File: src/rtl/booth_pkg.sv
// ============================================================================
// Module      : booth_pkg
// Description : Shared widths and types for the radix-4 Booth multiplier.
// Revision    : 1.0 - initial release
// ============================================================================
`default_nettype none

package booth_pkg;

    localparam int PP_W   = 16;
    localparam int PP_CNT = 4;

    typedef logic [PP_W-1:0] pp_t;

endpackage : booth_pkg

`default_nettype wire

File: src/rtl/pp_add_stage.sv
// ============================================================================
// Module      : pp_add_stage
// Description : Registered two-operand modulo-2^W adder with valid/hold logic.
// Revision    : 1.0 - initial release
// ============================================================================
`default_nettype none

module pp_add_stage
    import booth_pkg::*;
#(
    parameter int W = PP_W
) (
    input  logic         clk,
    input  logic         clr_n,
    input  logic         flush,
    input  logic         load,
    input  logic         drain,
    input  logic [W-1:0] a,
    input  logic [W-1:0] b,
    output logic [W-1:0] sum,
    output logic         valid
);

    logic [W-1:0] r_sum;
    logic         r_valid;

    always_ff @(posedge clk or negedge clr_n) begin
        if (!clr_n) begin
            r_sum   <= '0;
            r_valid <= 1'b0;
        end else begin
            // Sum is only overwritten on load, so it holds while stalled.
            if (load) begin
                r_sum <= a + b;
            end
            r_valid <= !flush && (load || (r_valid && !drain));
        end
    end

    assign sum   = r_sum;
    assign valid = r_valid;

endmodule : pp_add_stage

`default_nettype wire

File: src/rtl/pp_sum_pipe.sv
// ============================================================================
// Module      : pp_sum_pipe
// Description : Booth partial-product summation with valid/ready handshake.
//               PP_SUM_TWO_STAGE_EN selects the two-stage pipeline; when it is
//               undefined a single registered stage sums all four products.
// Revision    : 1.0 - initial release
// ============================================================================
`default_nettype none

module pp_sum_pipe
    import booth_pkg::*;
#(
    parameter int W = PP_W
) (
    input  logic         clk,
    input  logic         clr_n,
    input  logic         flush,
    input  logic [W-1:0] pp0,
    input  logic [W-1:0] pp1,
    input  logic [W-1:0] pp2,
    input  logic [W-1:0] pp3,
    input  logic         in_valid,
    output logic         in_ready,
    output logic [W-1:0] product,
    output logic         out_valid,
    input  logic         out_ready
);

    logic         w_in_ready;
    logic         w_adv1;
    logic         w_v2;
    logic [W-1:0] w_product;

`ifdef PP_SUM_TWO_STAGE_EN
    logic [W-1:0] w_s01;
    logic [W-1:0] w_s23;
    logic         w_v01;
    logic         w_v23;
    logic         w_v1;
    logic         w_adv2;

    // Both S1 lanes load together, so their valid flags always agree.
    assign w_v1       = w_v01 & w_v23;
    assign w_adv2     = w_v1 && (!w_v2 || out_ready);
    assign w_in_ready = !flush && (!w_v1 || !w_v2 || out_ready);
    assign w_adv1     = in_valid && w_in_ready;

    pp_add_stage #(.W(W)) u_s1_01 (
        .clk   (clk),
        .clr_n (clr_n),
        .flush (flush),
        .load  (w_adv1),
        .drain (w_adv2),
        .a     (pp0),
        .b     (pp1),
        .sum   (w_s01),
        .valid (w_v01)
    );

    pp_add_stage #(.W(W)) u_s1_23 (
        .clk   (clk),
        .clr_n (clr_n),
        .flush (flush),
        .load  (w_adv1),
        .drain (w_adv2),
        .a     (pp2),
        .b     (pp3),
        .sum   (w_s23),
        .valid (w_v23)
    );

    pp_add_stage #(.W(W)) u_s2 (
        .clk   (clk),
        .clr_n (clr_n),
        .flush (flush),
        .load  (w_adv2),
        .drain (out_ready),
        .a     (w_s01),
        .b     (w_s23),
        .sum   (w_product),
        .valid (w_v2)
    );
`else
    logic [W-1:0] w_sum01;
    logic [W-1:0] w_sum23;

    assign w_sum01    = pp0 + pp1;
    assign w_sum23    = pp2 + pp3;
    assign w_in_ready = !flush && (!w_v2 || out_ready);
    assign w_adv1     = in_valid && w_in_ready;

    pp_add_stage #(.W(W)) u_s2 (
        .clk   (clk),
        .clr_n (clr_n),
        .flush (flush),
        .load  (w_adv1),
        .drain (out_ready),
        .a     (w_sum01),
        .b     (w_sum23),
        .sum   (w_product),
        .valid (w_v2)
    );
`endif

    assign in_ready  = w_in_ready;
    assign product   = w_product;
    assign out_valid = w_v2;

endmodule : pp_sum_pipe

`default_nettype wire

File: config.mk
export PLATFORM = sky130hd
export DESIGN_NAME = pp_sum_pipe
export DESIGN_NICKNAME = d
export VERILOG_FILES = /design/src/rtl/booth_pkg.sv /design/src/rtl/pp_add_stage.sv /design/src/rtl/pp_sum_pipe.sv
export SDC_FILE = /design/constraint.sdc
export NUM_CORES = 1
export LEC_CHECK = 0
export BUFFER_PORTS_ARGS = -buffer_cell sky130_fd_sc_hd__buf_4
export CORE_ASPECT_RATIO = 1.75
export CORE_MARGIN = 8
export CORE_UTILIZATION = 45
export DETAILED_ROUTE_END_ITERATION = 10
export PLACE_DENSITY = 0.74
export SYNTH_ARGS = -nofsm -noshare
export SYNTH_HDL_FRONTEND = slang
export SYNTH_SLANG_ARGS = --single-unit
File: constraint.sdc
create_clock -name clk -period 3.65 [get_ports clk]
set_input_delay 0.1825 -clock clk [delete_from_list [all_inputs] [get_ports clk]]
set_output_delay 0.1825 -clock clk [all_outputs]
set_load 0.1 [all_outputs]
[Word level (Yosys, flattened, before mapping)]
Cells that the tools add are included.
Storage, ports and cells
  output and inout port bits: 18
  register bits after elaboration: 17
  input bits: 69
Operators by class
  add/sub/neg operators: 3
  reduce and logical (&&, ||, !) cells: 9
Operators by type and width (number)
  adder 16 bit: 3
  logical AND 1 bit: 4
  zero test 1 bit: 3
  logical OR 1 bit: 2

[Depth between registers and ports, before layout]
Gate-level depths: netlist (run 1).
  word-level depth: 6
  depth in mapped cells: 11
  gate-level depth less buffers: 10

[Cells and area by module]
A second synthesis (run 1) with hierarchy kept.
Unflattened totals
  cell total of the unflattened synthesis: 359
  area, all modules: 2966.6 µm²
By module, submodules not included
  pp_sum_pipe: area an instance 1545.2 µm², times used 1, cells each 208
  pp_add_stage: area an instance 1421.4 µm², times used 1, cells each 151

[Least setup slack after synthesis (run 1)]
No wires, ideal clock.
  path kind: input-to-reg
  start: in pp0[1]
  end: reg u_s2.r_sum[15] (netlist: u_s2.sum[15])
  data arrival time: 2.871 ns
  stages: 9
  setup time: 0.124 ns
  path buffers: 0
  slack: 0.655 ns
  cell sequence: fa_1 -> fa_1 -> ha_1 -> fa_1 -> a21o_1 -> a22o_1 -> a221o_1 -> o21a_1 -> a211o_1
On the way
  cells in the longest elaborated chain, start to end: 2
RTL lines
  from (decl): RTL line pp_sum_pipe.sv:18  | input logic [W-1:0] pp0,
  adder 16 bit: RTL line pp_sum_pipe.sv:87  | assign w_sum01 = pp0 + pp1;
  adder 16 bit: RTL line pp_add_stage.sv:34  | r_sum <= a + b;
  to (signal assigned): RTL line pp_add_stage.sv:34
  to (decl): RTL line pp_add_stage.sv:24  | logic [W-1:0] r_sum;
Every way passes these cells.
A chain may end at the register's enable or synchronous reset.

[Final worst setup path (run 1)]
  start: in pp0[1]
  end: reg u_s2.r_sum[9] (netlist: u_s2.sum[9])
The elaborated chain is that of the path after synthesis.

==> results of run 1 <==
## per-stage QoR
step           hold slack (ns)  total power [mW]
2_1_floorplan           -0.113              1.48
3_3_place_gp            0.0582              1.79
3_5_place_dp            0.0582              1.81
4_1_cts                 0.0922              1.95
5_1_grt                 0.0976              2.08
6_report                0.0963              1.94
## critical path, stage by stage
cell,delay [ns]
buf_4,0.11
fa_1,0.56
fa_1,0.43
ha_1,0.24
fa_1,0.40
a21o_1,0.22
a221oi_1,0.49
o21ai_0,0.22
xnor2_1,0.17
o21ai_0,0.08
## routing by layer
metal / vias up / track usage [%] / share of wire, %
met3: 2 / 2.87 / 6.2
met1: 976 / 14.3 / 37
met2: 57 / 25.7 / 56
met5: - / 0 / 0
li1: 1020 / - / -
met4: 0 / 4.04 / 0.77
## cells by family after synthesis
| kind of cell | Yosys count | synth area share [%] |
|---|---|---|
| AO/OA/AOI/OAI | 44 | 13.4 |
| XOR/XNOR | 11 | 4.77 |
| adder cells (fa/ha/maj) | 45 | 34.2 |
| buffers and inverters | 88 | 14.7 |
| flip-flops | 17 | 18.4 |
| AND/OR/NAND/NOR | 67 | 14.5 |
## cell usage after synthesis (4+ instances only)
master    number
ha_1          15
nand3_1       11
a21o_1         8
o21ai_0       12
a21oi_1        5
xnor2_1        6
nor3_1         4
nor2_1         7
nand2_1       25
clkbuf_1       6
nand4_1        4
inv_1         79
and3_1         4
xor2_1         4
fa_1          30
dfrtp_1       17
## final timing paths
check                            start            to  slack, ns
setup / recovery                pp0[1]   u_s2.sum[9]       0.65
hold / removal                   flush    u_s2.valid        0.1
setup reg to reg            u_s2.valid  u_s2.sum[12]       2.06
hold reg to reg            u_s2.sum[7]   u_s2.sum[7]       0.49
max in group asynchronous        clr_n   u_s2.sum[3]       3.13
min in group asynchronous        clr_n   u_s2.sum[2]       0.33
## sequential cells by signal (all words and copies together) (netlist names)
register / flops
u_s2.sum: 16
u_s2.valid: 1
## cell type report
type                            count  area (µm²)  area share [%]
Clock buffer                        4        45.0            1.48
Multi-Input combinational cell    167        1540            50.7
Tap cell                           54        67.6            2.22
Timing Repair Buffer               88         663            21.8
Sequential cell                    17         425            14.0
Inverter                           79         297            9.76
## report_power, final
group / switching [mW] / internal (mW)
clock: 0.0575 / 0.0772
sequential: 0.0476 / 0.270
combinational: 1.04 / 0.444
==> summary.txt, run 1 <==
Clocking
  • Clock sink count: 17
  • H-Tree Level Count: 1
  • TritonCTS Buffers: 3
  • Hold_buf cts: 1
  • CTS clock-pin slew for the worst setup and hold paths: around 0.060 ns
  • Setup bufs post-CTS: 0
  • # resized after CTS: 0
  • Skew-Pair Late Insertion Delay: approximately 0.24 ns
  • CTS max path bufs: 2
  • CTS tree: built
  • CTS root buf: clkbuf_8

Outcome
  • Status: finished, final reports clean

GRT
  • Total gr overflow: 0
  • Global-route wire length before repair: 9.01 mm
  • Largest net degree at the start of global routing: 34
  • GRT Overall Usage: 13.6%
  • Initial antenna violation count: 0
  • Via count of the first global-routing pass: 2,182

Floorplanning
  • Core area: ~0.0050 mm²
  • Die H: 111 µm
  • I/O pins: between 80 and 90
  • Initial Util: 46.3%
  • Die area: 0.00776 mm²
  • Die width: roughly 70 µm
  • Num rows: 34

Placement
  • # placed instances: 404
  • Post-DP HPWL: between 4 and 5 mm
  • Setup WS pre-CTS: 0.375 ns
  • IO buf count: 86
  • Gpl congestion: 0.788
  • Post-Place Cell Area: 0.00298 mm²

Timing
  • RSZ-0062 raised after global routing: no
  • Fin Setup TNS: 0 ns
  • Final Hold Viols: 0
  • Number of setup violations in the final report: 0
  • Max_slew headroom: 65.8%
  • Slew @ Worst Pin: 0.513 ns
  • Worst Skew: 0.00215 ns
  • Period utilisation layout: 82.2%
  • Slew Limit Fails: 0
  • Worst setup margin: between 0.6 and 0.7 ns
  • Max Freq: 0.333 GHz
  • Post-layout min period: 3.00 ns

Yosys
  • Synth Flop Type: dfrtp_1
  • Mapped Avg Cell Area: 8.48 µm²
  • Seq/Total Area, Yosys: 18.4%
  • EDFF count, synth: 0
  • Share of flip-flops with an asynchronous set or reset: 100%
  • Cells after synthesis: approximately 270
  • Syn nets: 386
  • Synth cell types: 43
  • Synth top area share: 26.0%
  • Top cells by area, synth: fa_1, dfrtp_1, inv_1
  • Synth warn: 0
  • Synth Register Bits: 17
  • Yosys top cell by area: fa_1
  • Cell Area, Synth: 0.00231 mm²

Worst setup path
  • Crit path DAT: 3.12 ns
  • Worst Setup Path Type: in2reg
  • Crit end category: flip-flop
  • Startpoint Class: input pin
  • R2R cell count: 5
  • Req. time, crit path: roughly 3.8 ns
  • Crit-path max FO: 3

Detailed routing
  • Initial DRT Pass Iterations: 4
  • Routed WL: 5.20 mm
  • DRC: 0
  • Final ANT Viol Nets: 0
  • Wire per inst: roughly 13 µm
  • DR iter-0 viols: 66
  • Vias per cell: 5.02
  • Vias after detailed routing: 2,055

Final layout
  • P&R area growth vs syn: 31.8%
  • Layout cells sized above 1: 27.0%
  • Commonest cells after routing, fill and taps aside: buf_4, inv_1, fa_1
  • Antenna diodes: 0
  • Final core utilization: 61.1%
  • Post-route cell area: 0.00304 mm²
  • Non-filler cells, final: 409
  • Fill cell count: 479
  • Final #Nets: 470
  • Commonest non-fill, non-tap cell in the layout: buf_4

Power
  • Peak VDD IR: around 0.00095 V
  • Lkg Pwr: about 1.7 nW
  • Pwr dens: between 600 and 700 mW/mm²

Hold path
  • HP Class: in2reg
  • Worst hold path depth: 2

Run
  • Max-cap viol count: 0
(Power assumes the default switching activity.)
==> inputs of run 2 (changes only) <==
clock period = 2.8 ns   (was 3.65 ns; I/O delays follow)
==> run 2 against run 1 <==
Net effect: total power increased by 40%; combinational power grew 43%; sequential cell count stayed put; via count grew 2.3%; count of clock-buffer cells in the layout fell by 1; sequential power grew 30%.
==> summary.txt, run 2 (synthesis results as in run 1) <==
Outcome
  • Status: finished, final reports clean (unchanged)

Timing
  • RSZ-0062 raised after global routing: yes (was no)
  • Period utilisation layout: 98.1%
  • Post-layout min period: between 2 and 3 ns
  • Final Hold Viols: 0 (unchanged)
  • Slew @ Worst Pin: 0.391 ns (was 0.513 ns)
  • Max Freq: 0.364 GHz
  • Worst Skew: 0.00517 ns (was 0.00215 ns)
  • Number of setup violations in the final report: 0 (unchanged)
  • Max_slew headroom: 73.9% (was 65.8%)
  • Slew Limit Fails: 0 (unchanged)
  • Fin Setup TNS: 0 ns (unchanged)

Floorplanning
  • Num rows: 34 (unchanged)
  • Die H: 111 µm (unchanged)
  • Die area: 0.00776 mm² (unchanged)
  • Core area: 0.00498 mm² (unchanged)
  • Die width: 70.1 µm (unchanged)
  • I/O pins: 87 (unchanged)
  • Initial Util: 46.3% (unchanged)

Placement
  • IO buf count: 86 (unchanged)
  • Gpl congestion: 0.882 (was 0.788)
  • Post-DP HPWL: 5.03 mm (was 4.60 mm)

Detailed routing
  • Final ANT Viol Nets: 0 (unchanged)
  • DRC: 0 (unchanged)
  • Wire per inst: 13.0 µm (was 12.7 µm)
  • Initial DRT Pass Iterations: 4 (unchanged)
  • Routed WL: 5.58 mm (was 5.20 mm)
  • DR iter-0 viols: 70 (was 66)
  • Vias per cell: 4.89 (was 5.02)
  • Vias after detailed routing: 2,103 (was 2,055)

Final layout
  • Commonest cells after routing, fill and taps aside: buf_4, inv_1, fa_1 (unchanged)
  • Max reg flops: 16 (unchanged)
  • Antenna diodes: 0 (unchanged)
  • Commonest non-fill, non-tap cell in the layout: buf_4 (unchanged)
  • Final core utilization: 64.8% (was 61.1%)
  • Final #Nets: 491 (was 470)
  • P&R area growth vs syn: 39.8% (was 31.8%)
  • Layout cells sized above 1: 32.4% (was 27.0%)

GRT
  • Total gr overflow: 0 (unchanged)
  • Global-route wire length before repair: 9.76 mm (was 9.01 mm)
  • Initial antenna violation count: 0 (unchanged)
  • GRT Overall Usage: 14.7% (was 13.6%)
  • Largest net degree at the start of global routing: 23 (was 34)
  • Via count of the first global-routing pass: 2,301 (was 2,182)

Worst setup path
  • Crit path cell chain: buf_6, fa_1, fa_1, ha_2, fa_2, a21o_1, a22o_1, a221o_1, o21a_1, a211o_1 (was buf_4, fa_1, fa_1, ha_1, fa_1, a21o_1, a221oi_1, o21ai_0, xnor2_1, o21ai_0)
  • CP most frequent cell: fa_1 (unchanged)
  • Largest delay contributor family on the critical path: adder cells (unchanged)
  • Startpoint Class: input pin (unchanged)
  • Worst Setup Path Type: in2reg (unchanged)
  • Slowest-stage cell, CP: fa_1 (unchanged)
  • Req. time, crit path: 2.94 ns (was 3.77 ns)
  • Number of buffers and inverters on the critical path: 1 (unchanged)
  • Critical Path Max Stage Delay: 0.56 ns (about the same)
  • Crit path DAT: 2.88 ns (was 3.12 ns)
  • Crit-path max FO: 3 (unchanged)
  • Crit end category: flip-flop (unchanged)

Clocking
  • CTS tree: built (unchanged)
  • Clock sink count: 17 (unchanged)
  • TritonCTS Buffers: 3 (unchanged)
  • CTS clock-pin slew for the worst setup and hold paths: 0.07 ns (was 0.06 ns)
  • Skew-Pair Late Insertion Delay: 0.25 ns (was 0.24 ns)
  • CTS root buf: clkbuf_8 (unchanged)
  • CTS max path bufs: 2 (unchanged)
  • H-Tree Level Count: 1 (unchanged)

Power
  • Peak VDD IR: 0.00130 V (was 0.000951 V)
  • Pwr dens: 843 mW/mm² (was 638 mW/mm²)
  • Lkg Pwr: 1.85 nW (was 1.75 nW)
  • Overall Power: 2.72 mW (was 1.94 mW)

Run
  • Max-cap viol count: 0 (unchanged)

Hold path
  • HP Class: in2reg (unchanged)
==> run 2: what timing repair did <==
item	4_1_cts	5_1_grt
hold endpoints to repair	17	0
setup buffers	1	0
pin swaps	4	4
gates resized for setup	1	3
setup endpoints to repair	1	5
hold buffers	1	0
==> run 2: power by group <==
group          total, mW  leakage, nW  switching, mW  internal (mW)
logic               2.13         1.62           1.40          0.725
clock network      0.177       0.0255         0.0786         0.0984
registers          0.413        0.210         0.0611          0.352
==> run 2: worst reg2reg max path, cell delays in order, from the launching register on <==
cell and delay, ns:
dfrtp_1 0.39, nand2b_1 0.09, and3_1 0.41, nand4_1 0.14
or3_2 0.42, nand3_1 0.08
==> run 2: worst paths after layout <==
kind                       depth (start not counted)  slack [ns]           end        start
max                                               10        0.05  u_s2.sum[15]       pp0[1]
min                                                2        0.06    u_s2.valid        flush
max reg2reg                                        5        1.22  u_s2.sum[14]   u_s2.valid
min reg2reg                                        2        0.47   u_s2.sum[1]  u_s2.sum[1]
max in group asynchronous                          2        2.32  u_s2.sum[11]        clr_n
min in group asynchronous                          2        0.29   u_s2.sum[7]        clr_n
==> run 2: area by class of cell <==
type,instances,area (µm²)
Fill cell,422,1750
Timing Repair Buffer,109,828
Tap cell,54,67.6
Inverter,79,297
Clock inverter,1,5.00
Sequential cell,17,425
Multi-Input combinational cell,167,1560
Clock buffer,3,41.3
==> run 2: metrics by stage <==
| step | instance area (µm²) | instances | hold WS (ns) | worst slack, ns |
|---|---|---|---|---|
| floorplan | 2310 | 272 | -0.156 | -0.0415 |
| CTS | 3210 | 430 | 0.0587 | 0.0139 |
| global route | 3220 | 430 | 0.0577 | -0.0440 |
| global placement | 3140 | 424 | 0.0177 | -0.238 |
| detailed placement | 3140 | 424 | 0.0179 | -0.271 |
| finish | 3220 | 430 | 0.0635 | 0.0531 |
==> run 2: layer usage <==
layer | up-vias | track usage [%] | wire length (µm)
met5 | - | 0 | 0
met4 | 0 | 6.47 | 212
met3 | 14 | 2.87 | 286
met2 | 64 | 27.6 | 3060
met1 | 969 | 14.9 | 2020
li1 | 1056 | - | -
